===== src/rtl/memory_inhibit_sequencer.sv =====
`default_nettype none
// ============================================================================
// Module      : memory_inhibit_sequencer
// Description : Core-memory write-back sequencer. Latches one duplex side of
//               buffer-register bits and times the inhibit and write-current
//               drivers of the addressed module.
// Revision    : 1.0 - initial release
// ============================================================================
module memory_inhibit_sequencer #(
    parameter int T_SETUP   = 2,
    parameter int T_WRITE   = 4,
    parameter int T_RECOVER = 2
) (
    input  logic       clk,
    input  logic       rst_n,
    input  logic       WRST,
    input  logic       WABT,
    input  logic [2:0] MSEL,
    input  logic       BRA6,
    input  logic       BRA9,
    input  logic       BRA12,
    input  logic       BRA14,
    input  logic       BRB6,
    input  logic       BRB9,
    input  logic       BRB12,
    input  logic       BRB14,
    output logic [7:0] ID6,
    output logic [7:0] ID9,
    output logic [7:0] ID12,
    output logic [7:0] ID14,
    output logic [7:0] WRCUR,
    output logic       BUSY,
    output logic       WDONE
);

    localparam int c_cnt_w = 8;

    localparam logic [1:0] c_st_idle    = 2'd0;
    localparam logic [1:0] c_st_inhib   = 2'd1;
    localparam logic [1:0] c_st_write   = 2'd2;
    localparam logic [1:0] c_st_recover = 2'd3;

    localparam logic [c_cnt_w-1:0] c_ld_setup   = c_cnt_w'(T_SETUP - 1);
    localparam logic [c_cnt_w-1:0] c_ld_write   = c_cnt_w'(T_WRITE - 1);
    localparam logic [c_cnt_w-1:0] c_ld_recover = c_cnt_w'(T_RECOVER - 1);

    logic [1:0]         state_q, state_d;
    logic [c_cnt_w-1:0] cnt_q, cnt_d;
    logic [2:0]         msel_q, msel_d;
    logic [3:0]         bits_q, bits_d;   // {b14, b12, b9, b6}
    logic [7:0]         id6_q, id6_d, id9_q, id9_d, id12_q, id12_d, id14_q, id14_d;
    logic [7:0]         wrcur_q, wrcur_d;
    logic               busy_q, busy_d;
    logic               wdone_q, wdone_d;
    logic [7:0]         w_sel;

    // State register, including the registered copies of every output
    always_ff @(posedge clk or negedge rst_n) begin
        if (!rst_n) begin
            state_q <= c_st_idle;
            cnt_q   <= '0;
            msel_q  <= '0;
            bits_q  <= '0;
            id6_q   <= '0;
            id9_q   <= '0;
            id12_q  <= '0;
            id14_q  <= '0;
            wrcur_q <= '0;
            busy_q  <= 1'b0;
            wdone_q <= 1'b0;
        end else begin
            state_q <= state_d;
            cnt_q   <= cnt_d;
            msel_q  <= msel_d;
            bits_q  <= bits_d;
            id6_q   <= id6_d;
            id9_q   <= id9_d;
            id12_q  <= id12_d;
            id14_q  <= id14_d;
            wrcur_q <= wrcur_d;
            busy_q  <= busy_d;
            wdone_q <= wdone_d;
        end
    end

    // Next-state logic; abort takes priority over phase expiry
    always_comb begin
        state_d = state_q;
        cnt_d   = cnt_q;
        msel_d  = msel_q;
        bits_d  = bits_q;
        case (state_q)
            c_st_idle: begin
                if (WRST) begin
                    msel_d  = MSEL;
                    bits_d  = MSEL[0] ? {BRB14, BRB12, BRB9, BRB6}
                                      : {BRA14, BRA12, BRA9, BRA6};
                    state_d = c_st_inhib;
                    cnt_d   = c_ld_setup;
                end
            end
            c_st_inhib: begin
                if (WABT) begin
                    state_d = c_st_recover;
                    cnt_d   = c_ld_recover;
                end else if (cnt_q == '0) begin
                    state_d = c_st_write;
                    cnt_d   = c_ld_write;
                end else begin
                    cnt_d = cnt_q - 1'b1;
                end
            end
            c_st_write: begin
                if (WABT || (cnt_q == '0)) begin
                    state_d = c_st_recover;
                    cnt_d   = c_ld_recover;
                end else begin
                    cnt_d = cnt_q - 1'b1;
                end
            end
            c_st_recover: begin
                if (cnt_q == '0) begin
                    state_d = c_st_idle;
                end else begin
                    cnt_d = cnt_q - 1'b1;
                end
            end
            default: begin
                state_d = c_st_idle;
                cnt_d   = '0;
            end
        endcase
    end

    // Outputs are decoded from the next state so they appear on the same edge
    always_comb begin
        w_sel   = 8'b1 << msel_d;
        busy_d  = (state_d != c_st_idle);
        id6_d   = (busy_d && !bits_d[0]) ? w_sel : 8'h00;
        id9_d   = (busy_d && !bits_d[1]) ? w_sel : 8'h00;
        id12_d  = (busy_d && !bits_d[2]) ? w_sel : 8'h00;
        id14_d  = (busy_d && !bits_d[3]) ? w_sel : 8'h00;
        wrcur_d = (state_d == c_st_write) ? w_sel : 8'h00;
        wdone_d = (state_q == c_st_recover) && (state_d == c_st_idle);
    end

    assign ID6   = id6_q;
    assign ID9   = id9_q;
    assign ID12  = id12_q;
    assign ID14  = id14_q;
    assign WRCUR = wrcur_q;
    assign BUSY  = busy_q;
    assign WDONE = wdone_q;

endmodule
`default_nettype wire


===== config.mk =====
export PLATFORM = sky130hd
export DESIGN_NAME = memory_inhibit_sequencer
export DESIGN_NICKNAME = d
export VERILOG_FILES = /design/src/rtl/memory_inhibit_sequencer.sv
export SDC_FILE = /design/constraint.sdc
export NUM_CORES = 1
export LEC_CHECK = 0
export BUFFER_PORTS_ARGS = -buffer_cell sky130_fd_sc_hd__buf_2
export CAP_MARGIN = 0
export CORE_ASPECT_RATIO = 0.5
export CORE_MARGIN = 3
export CORE_UTILIZATION = 45
export DETAILED_ROUTE_END_ITERATION = 16
export MAX_ROUTING_LAYER = met4
export PLACE_DENSITY = 0.77
export SYNTH_ARGS = -nofsm -noshare
export SYNTH_HDL_FRONTEND = slang
export SYNTH_SLANG_ARGS = --single-unit
export TNS_END_PERCENT = 5

===== constraint.sdc =====
create_clock -name clk -period 2.2 [get_ports clk]
set_input_delay 0.11 -clock clk [delete_from_list [all_inputs] [get_ports clk]]
set_output_delay 0.11 -clock clk [all_outputs]
set_load 0.03 [all_outputs]

* After elaboration in Yosys (flattened, before gate mapping)
Index checks and enable logic that the tools add are counted.
** Operators by class
- Add/subtract/negate cells :: 1
- Multiply operators :: 0
- Divide/modulo/power cells :: 0
- Order comparisons :: 0
- Equality and inequality tests :: 6
- Shifts and indexed selects :: 1
- Multiplexer cells :: 22
- Bitwise logic cells :: 0
- Reduce and logical (&&, ||, !) cells :: 15
** Operator list (count)
- $mux W8 :: 10
- $pmux W8 S4 :: 1
- $mux W4 :: 3
- $mux W2 :: 5
- $logic_not A8 Y1 :: 1
- $pmux W2 S4 :: 1
- $shl A1 B3 Y8 const A :: 1
- $sub A8 B1 Y8 const B :: 1
- $eq A2 B2 Y1 const B :: 3
- $mux W3 :: 2
- $logic_and A1 B1 Y1 :: 5
- $logic_not A1 Y1 :: 4
- $logic_not A2 Y1 :: 2
- $ne A2 B2 Y1 const B :: 2
- $eq A2 B1 Y1 const B :: 1
- $reduce_and A2 Y1 :: 1
- $reduce_bool A2 Y1 :: 1
- $logic_or A1 B1 Y1 :: 1
** Storage, ports and cells
- Bits in registers :: 59
- Latch bits :: 0
- Memory bits (writable) :: 0
- Bits in read-only memories :: 0
- Bits of input ports :: 15
- Logic and storage cells :: 56
- Memories kept :: 0

* Longest topological paths before layout
Gate-level depths: netlist of run 1.
- Depth in word-level cells :: 7
- Mapped depth :: 8

* Worst setup path before layout of run 1
No wires, ideal clock.
- Kind :: register to register
- Start :: register cnt_q[2]
- End :: register cnt_q[1]
- Data arrival time :: 1.870 ns
- Setup slack :: 0.207 ns
- Cell stages (with the launch flop) :: 7
- Path buffers :: 2
- Clock period less this slack :: 1.993 ns
- Cell sequence :: dfrtp_1 -> or4_4 -> buf_6 -> o31ai_4 -> inv_4 -> buf_6 -> o221a_1
** Between the ends
- Cells in the longest elaborated chain, start to end :: 4
- Elaborated cells between the ends (all ways) :: 8
** Ends and longest elaborated chain
- start, declared :: line 48 : logic [c_cnt_w-1:0] cnt_q, cnt_d;
- start signal, assigned :: line 73 : cnt_q <= cnt_d;
- $logic_not A8 Y1 (*) :: line 106, 114, 122
- $mux W8 / $logic_or A1 B1 Y1 (equally long branches) :: line 106, 114
- $mux W8, on equally long branches :: line 103, 114
- $pmux W8 S4 :: line 92 : case (state_q)
Every way passes the cells marked *; elsewhere a longest branch is shown, timed or not.
A chain may end at the register's enable or synchronous reset.

* Final worst setup path of run 1
- Start :: register cnt_q[0]
- End :: register cnt_q[4]
** Between the ends
- Cells in the longest elaborated chain, start to end :: 4
- Elaborated cells between the ends (all ways) :: 10
** Ends and longest elaborated chain (line)
- $sub A8 B1 Y8 / $logic_not A8 Y1 (equally long branches)
- $mux W8 / $logic_or A1 B1 Y1 (equally long branches) :: 106, 114
- $mux W8, on equally long branches :: 103, 114
- $pmux W8 S4 :: 92
Parallel ways exist; a longest one is shown, timed or not. The select of a mux whose other input is x is not followed.

==> results of run 1 <==
[area by class of cell]
| class | count | area (µm²) |
|---|---|---|
| fill | 381 | 1760 |
| sequential | 59 | 1480 |
| multi-input combinational | 123 | 754 |
| timing repair buffer | 62 | 340 |
| clock buffer | 10 | 128 |
| clock inverter | 6 | 90.1 |
| tap | 66 | 82.6 |
| inverter | 12 | 47.5 |
[routing by layer]
metal  track usage  part of all wire  vias to the layer above
met3        0.0563             0.047                       10
met4        0.0863             0.014                        0
met5             -                 0                        -
met2         0.308              0.52                       51
met1         0.220              0.42                      879
li1              -                 -                      806
[power by group through the flow]
| stage | Clock (µW) | Sequential (µW) | Combinational [µW] |
|---|---|---|---|
| after global placement | 0 | 1560 | 1670 |
| after detailed placement | 0 | 1570 | 1730 |
| after CTS | 1080 | 1560 | 1740 |
| after global routing | 1140 | 1600 | 1890 |
| final | 1070 | 1560 | 1730 |
| after floorplan | 0 | 1820 | 929 |
[cell families (layout without fill, tap and decap cells)]
| family | after synthesis | in the layout |
|---|---|---|
| AND/OR/NAND/NOR | 82 | 82 |
| flip-flops | 59 | 59 |
| AO/OA/AOI/OAI | 29 | 29 |
| buffers and inverters | 18 | 90 |
| multiplexers | 8 | 8 |
| adder cells (fa/ha/maj) | 3 | 3 |
| XOR/XNOR | 1 | 1 |
[layout by cell type, fill, tap and decap left out, drive strengths merged, types with 2 or more instances in the layout]
cell type,Yosys,layout
clkinv,0,3
nor3b,2,2
bufinv,0,2
nor3,3,3
mux2i,8,8
inv,12,12
or4,2,2
o21ai,8,8
nand3,8,8
buf,4,61
and2,5,5
or3,2,2
a31o,3,3
o21bai,2,2
a21oi,8,8
clkbuf,2,10
o31ai,2,2
nor2,54,54
dfrtp,59,59
nand4,3,3
ha,2,2
[per-stage QoR]
| step | instances | power (µW) | hold WS, ns | instance area, µm² | setup slack, ns |
|---|---|---|---|---|---|
| after floorplan | 200 | 2750 | -0.186 | 2310 | 0.207 |
| after global placement | 321 | 3230 | 0.163 | 2690 | 0.226 |
| after detailed placement | 321 | 3300 | 0.178 | 2690 | 0.148 |
| after CTS | 338 | 4380 | 0.0967 | 2920 | 0.127 |
| after global routing | 338 | 4640 | 0.117 | 2920 | 0.0199 |
| final | 338 | 4360 | 0.103 | 2920 | 0.130 |
[repair_timing]
| action | 4_1_cts | 5_1_grt |
|---|---|---|
| hold endpoints to repair | 29 | 0 |
| setup endpoints to repair | 0 | 1 |
| gates resized for setup | 0 | 1 |
| hold buffers | 1 | 0 |
[flip-flops by register name, summed over array words and instances (netlist names)]
name / cells
BUSY: 1
ID12: 8
ID14: 8
ID6: 8
ID9: 8
WDONE: 1
WRCUR: 8
bits_q: 4
cnt_q: 8
msel_q: 3
state_q: 2
[worst max path at each step]
stage | start | cells past startpoint | endpoint
2_1_floorplan | cnt_q[2] | 6 | cnt_q[1]
3_3_place_gp | cnt_q[0] | 7 | cnt_q[7]
3_5_place_dp | cnt_q[0] | 7 | cnt_q[4]
4_1_cts | cnt_q[0] | 7 | cnt_q[4]
5_1_grt | cnt_q[0] | 7 | cnt_q[7]
6_report | cnt_q[0] | 7 | cnt_q[4]
==> impl_metrics.toml, run 1 <==
[clock_tree]
h-tree-depth = 3
post_cts_buffers = 0
cts_made_buffers = 9
cts.clk_slew.worst_paths_ns = 0.07
cts_root_buf = "clkbuf_8"
clock_sinks = 59
cts_tree = "yes"
clkLatencyLatePin_ns = 0.33
clk_path_buf_depth = 2

[finish]
diodes = 0
area_delta_synth_final_pct = 26.1
drive_above_1_share = 0.331
final_util = 0.624
num-nets-final = 284

[floorplanning]
die_h_um = 56.7
initial_core_util = 0.495
dieArea_um2 = 6090
rows = 17
core-area_um2 = 4680
boundaryPins = 57
die_w_um = 107

[logic_synthesis]
synth_top_family_by_area = "simple AND/OR/NAND/NOR gates"
synth_mux_area_frac = 0.0346
synth-main-ff-cell = "dfrtp_1"
synth-edff-count = 0
synthesis.nets = 217
synth_area_um2 = 2310
avgSynthCellArea_um2 = 11.6
yosysMostFrequentCell = "dfrtp_1"
yosys.area_share.simple = 0.166
ys_types = 36
syn-instance-count = 200
synthTopCellsByArea = "dfrtp_1 (64%), nor2_1 (8.8%), mux2i_1 (3.5%), o21ai_4 (2.8%), inv_1 (1.8%)"
synth_seq_area_share = 0.638
synth_top_area_frac = 0.638
synth-xor-area-share = 0.00378
synth-compound-area-share = 0.105
synth_fa_ha_area_frac = 0.0151
synth_common_cells = "dfrtp_1 (59), nor2_1 (54), inv_1 (11)"
ys_ff_latch = 59
synth-async-reset-ratio = 1.00
synth.largest_area_cell = "dfrtp_1"
ys_warn_count = 0

[power]
swShare = 0.405
leakagePower_uw = 0.00152
p_clk_frac = 0.245
p_per_area_nw_per_um2 = 1490
p_int_uw = 2590
peakVddDrop_mv = 0.584
seqPwrFrac = 0.358
p_sw_uw = 1770
power_frac_comb = 0.398

[timing]
slew_headroom = 0.554
timing.final.crit_period_ns = 2.07
worst_pin_slew_ns = 0.670
max_freq_mhz = 483
setup_viol = 0
rsz0062_at_grt = "no"
fin_worst_skew_ns = 0.00787
finalCritPeriodShare = 0.941
finalHoldViolCount = 0
tns_ns = 0
slew_violations = 0

[critical_path]
r2r_start = "cnt_q[0]"
crit_chain = "inv_1 > ha_1 > or4bb_1 > o31ai_4 > inv_4 > a31o_2 > a21oi_1"
critPathKind = "register to register"
crit_buf_inv = 2
reg2reg_to = "cnt_q[4]"
ff2ff_path_depth = 7
r2r_slack_ns = 0.13
crit_path_max_incr_delay_ns = 0.50
path_delay_family = "compound AO/OA/AOI/OAI gates"
cpMaxStageDelayCell = "or4bb_1"
cp_max_fo = 13
crit_path_start_kind = "register"
worstSetupEndpointType = "register"
cp_data_arrival_time_ns = 2.33
cp.required_ns = 2.46

[drt]
drt_wl_total_mm = 5.09
drt_iter0_drc = 73
wl_per_cell_um = 15.1
drc = 0
routed_via_density = 5.17
drt.antenna.violating_nets = 0
dr.pass1.iters = 6
vias = 1746

[grt]
antenna_found_initial = 0
global_route.overflow_total = 0
grt_max_degree = 31
grt_usage = 0.190
grt_pass1_vias = 1840
grt_pass1_wl_mm = 8.69

[placement]
gp_congestion = 0.865
portBuffers = 56
dp_hpwl_mm = 3.53

[hold_path]
hold_class = "input port to register"
hold_depth = 2
min_to = "state_q[0]"
hp-start = "WABT"

[run_status]
status = "finished clean"

[run]
drv_cap = 0
(Power assumes the default switching activity.)
==> inputs of run 2 (changes only) <==
--- a/config.mk
+++ b/config.mk
@@ -5,6 +5,7 @@
 export SDC_FILE = /design/constraint.sdc
 export NUM_CORES = 1
 export LEC_CHECK = 0
+export ABC_AREA = 1
 export BUFFER_PORTS_ARGS = -buffer_cell sky130_fd_sc_hd__buf_2
 export CAP_MARGIN = 0
 export CORE_ASPECT_RATIO = 0.5
==> impl_metrics.toml, run 2 <==
[run_status]
status = "finished clean"

[timing]
worst_pin_slew_ns = 0.660
rsz0062_at_grt = "no"
timing.final.ws_setup_ns = 0.437
timing.final.crit_period_ns = 1.76
slew_headroom = 0.560
finalCritPeriodShare = 0.801
slew_violations = 0
tns_ns = 0
fin_worst_skew_ns = 0.00890
max_freq_mhz = 567
finalHoldViolCount = 0
setup_viol = 0

[floorplanning]
die_h_um = 57.5
core-area_um2 = 5020
dieArea_um2 = 6270
die_w_um = 109
boundaryPins = 57
initial_core_util = 0.475
rows = 18

[logic_synthesis]
synth_top_area_frac = 0.619
syn-instance-count = 243
synth_seq_area_share = 0.619
ys_ff_latch = 59
avgSynthCellArea_um2 = 9.82
synth-xor-area-share = 0
synthesis.nets = 260
yosysMostFrequentCell = "dfrtp_1"
synth-main-ff-cell = "dfrtp_1"
synth-async-reset-ratio = 1.00
synth_mux_area_frac = 0.0189
ys_warn_count = 0
synth-compound-area-share = 0.0220
ys_types = 25
synth_area_um2 = 2390
synth_fa_ha_area_frac = 0.0105
synth.largest_area_cell = "dfrtp_1"
yosys.area_share.simple = 0.266
synth_common_cells = "dfrtp_1 (59), nor2_1 (47), nand2_1 (36)"
synth-edff-count = 0
synthTopCellsByArea = "dfrtp_1 (62%), nor2_1 (7.4%), nand2_1 (5.7%), inv_1 (4.6%), nand3_1 (4.0%)"
synth_top_family_by_area = "simple AND/OR/NAND/NOR gates"

[finish]
diodes = 0
area_delta_synth_final_pct = 24.6
num-nets-final = 327
multi_input_area_um2 = 758
layout_common_cells = "dfrtp_1 (59), buf_2 (56), nor2_1 (47)"
drive_above_1_share = 0.309
final_util = 0.592
regArea_um2 = 1480
layout_commonest_cell = "dfrtp_1"
nFillCells = 429

[placement]
gp_congestion = 0.868
place_ws_ns = 0.466
dp_hpwl_mm = 3.64
portBuffers = 56

[critical_path]
path_delay_family = "simple AND/OR/NAND/NOR gates"
cp_max_fo = 11
crit_path_start_kind = "register"
cp_data_arrival_time_ns = 1.97
critPathKind = "register to register"
crit_chain = "nor2_4 > nand2_1 > nand2_1 > inv_2 > nand2_2 > nor2_1"
crit_buf_inv = 1
cpMaxStageDelayCell = "dfrtp_1"
worstSetupStartpoint = "state_q[1]"
cp.required_ns = 2.41
r2r_start = "state_q[1]"
crit_path_max_incr_delay_ns = 0.43
cpMostUsedCell = "nand2_1"
worstSetupEndpointType = "register"

[drt]
wl_met1_mm = 2.20
drt_iter0_drc = 113
drt_wl_total_mm = 5.07
drt.antenna.violating_nets = 0
routed_via_density = 4.77
highest_layer = "met4"
drc = 0
met3_length_um = 223
wl_per_cell_um = 13.2
dr.pass1.iters = 4
wl_met2_mm = 2.63
vias = 1830

[clock_tree]
clk_path_buf_depth = 2
post_cts_buffers = 0
clkLatencyLatePin_ns = 0.33
clock_sinks = 59
cts_tree = "yes"
cts_root_buf = "clkbuf_8"
cts_made_buffers = 9
h-tree-depth = 3
cts.clk_slew.worst_paths_ns = 0.06

[grt]
grt_max_degree = 33
grt_usage = 0.188
global_route.overflow_total = 0
grt_pass1_wl_mm = 8.61
antenna_found_initial = 0
grt_pass1_vias = 1790

[power]
leakagePower_uw = 0.00166
peakVddDrop_mv = 0.482
p_per_area_nw_per_um2 = 1370

[run]
drv_cap = 0

[hold_path]
hp-start = "BRA6"
hold_class = "input port to register"
[run 2: cell families after synthesis]
group,count (synthesis)
DFF,59
and+or+nand+nor,132
adders and majority gates,2
buffers and inverters,36
muxes,4
AOI/OAI and AO/OA,10
[run 2: repair_timing]
action | 4_1_cts | 5_1_grt
resized for setup | 0 | 0
endpoints found under the hold margin | 27 | 0
hold buffers | 1 | 0
[run 2: per-stage QoR]
| step | instance area (µm²) | total power (µW) | hold slack, ns | instances |
|---|---|---|---|---|
| after floorplan | 2390 | 2670 | -0.186 | 243 |
| after global placement | 2760 | 3060 | 0.158 | 368 |
| after detailed placement | 2760 | 3100 | 0.174 | 368 |
| after CTS | 2970 | 4090 | 0.130 | 384 |
| after global routing | 2970 | 4340 | 0.148 | 384 |
| final | 2970 | 4060 | 0.144 | 384 |
[run 2: cell type report]
class / count / area share
repair buffers: 59 / 0.107
inverters: 33 / 0.0442
well taps: 70 / 0.0295
clock buffers: 11 / 0.0509
clock inverters: 4 / 0.0168
multi-input cells: 148 / 0.255
flip-flops and latches: 59 / 0.497
[run 2: tightest hold or removal path, delay by kind of cell]
| family | cells | cell delay (ns) |
|---|---|---|
| compound gates | 1 | 0.07 |
| mux | 1 | 0.13 |
| buf+inv | 2 | 0.12 |
[run 2: metal layers]
metal,GRT usage,vias up
met5,-,-
met4,0.0576,0
met3,0.0588,2
met2,0.296,36
met1,0.234,899
li1,-,893
[run 2: path summary, 6_finish.rpt]
| path | end | slack, ns | cells after the start |
|---|---|---|---|
| setup reg to reg | ID6[2] | 0.44 | 6 |
| setup / recovery | ID6[2] | 0.44 | 6 |
| min in group asynchronous | cnt_q[2] | 0.35 | 2 |
| max in group asynchronous | ID12[3] | 1.26 | 3 |
| hold reg to reg | cnt_q[1] | 0.49 | 2 |
| hold / removal | bits_q[0] | 0.14 | 4 |
[run 2: power breakdown]
part	internal (µW)	total, µW	switching [µW]
Combinational	449	1600	1150
Sequential	1360	1480	125
Clock	576	983	407
Total	2380	4060	1680
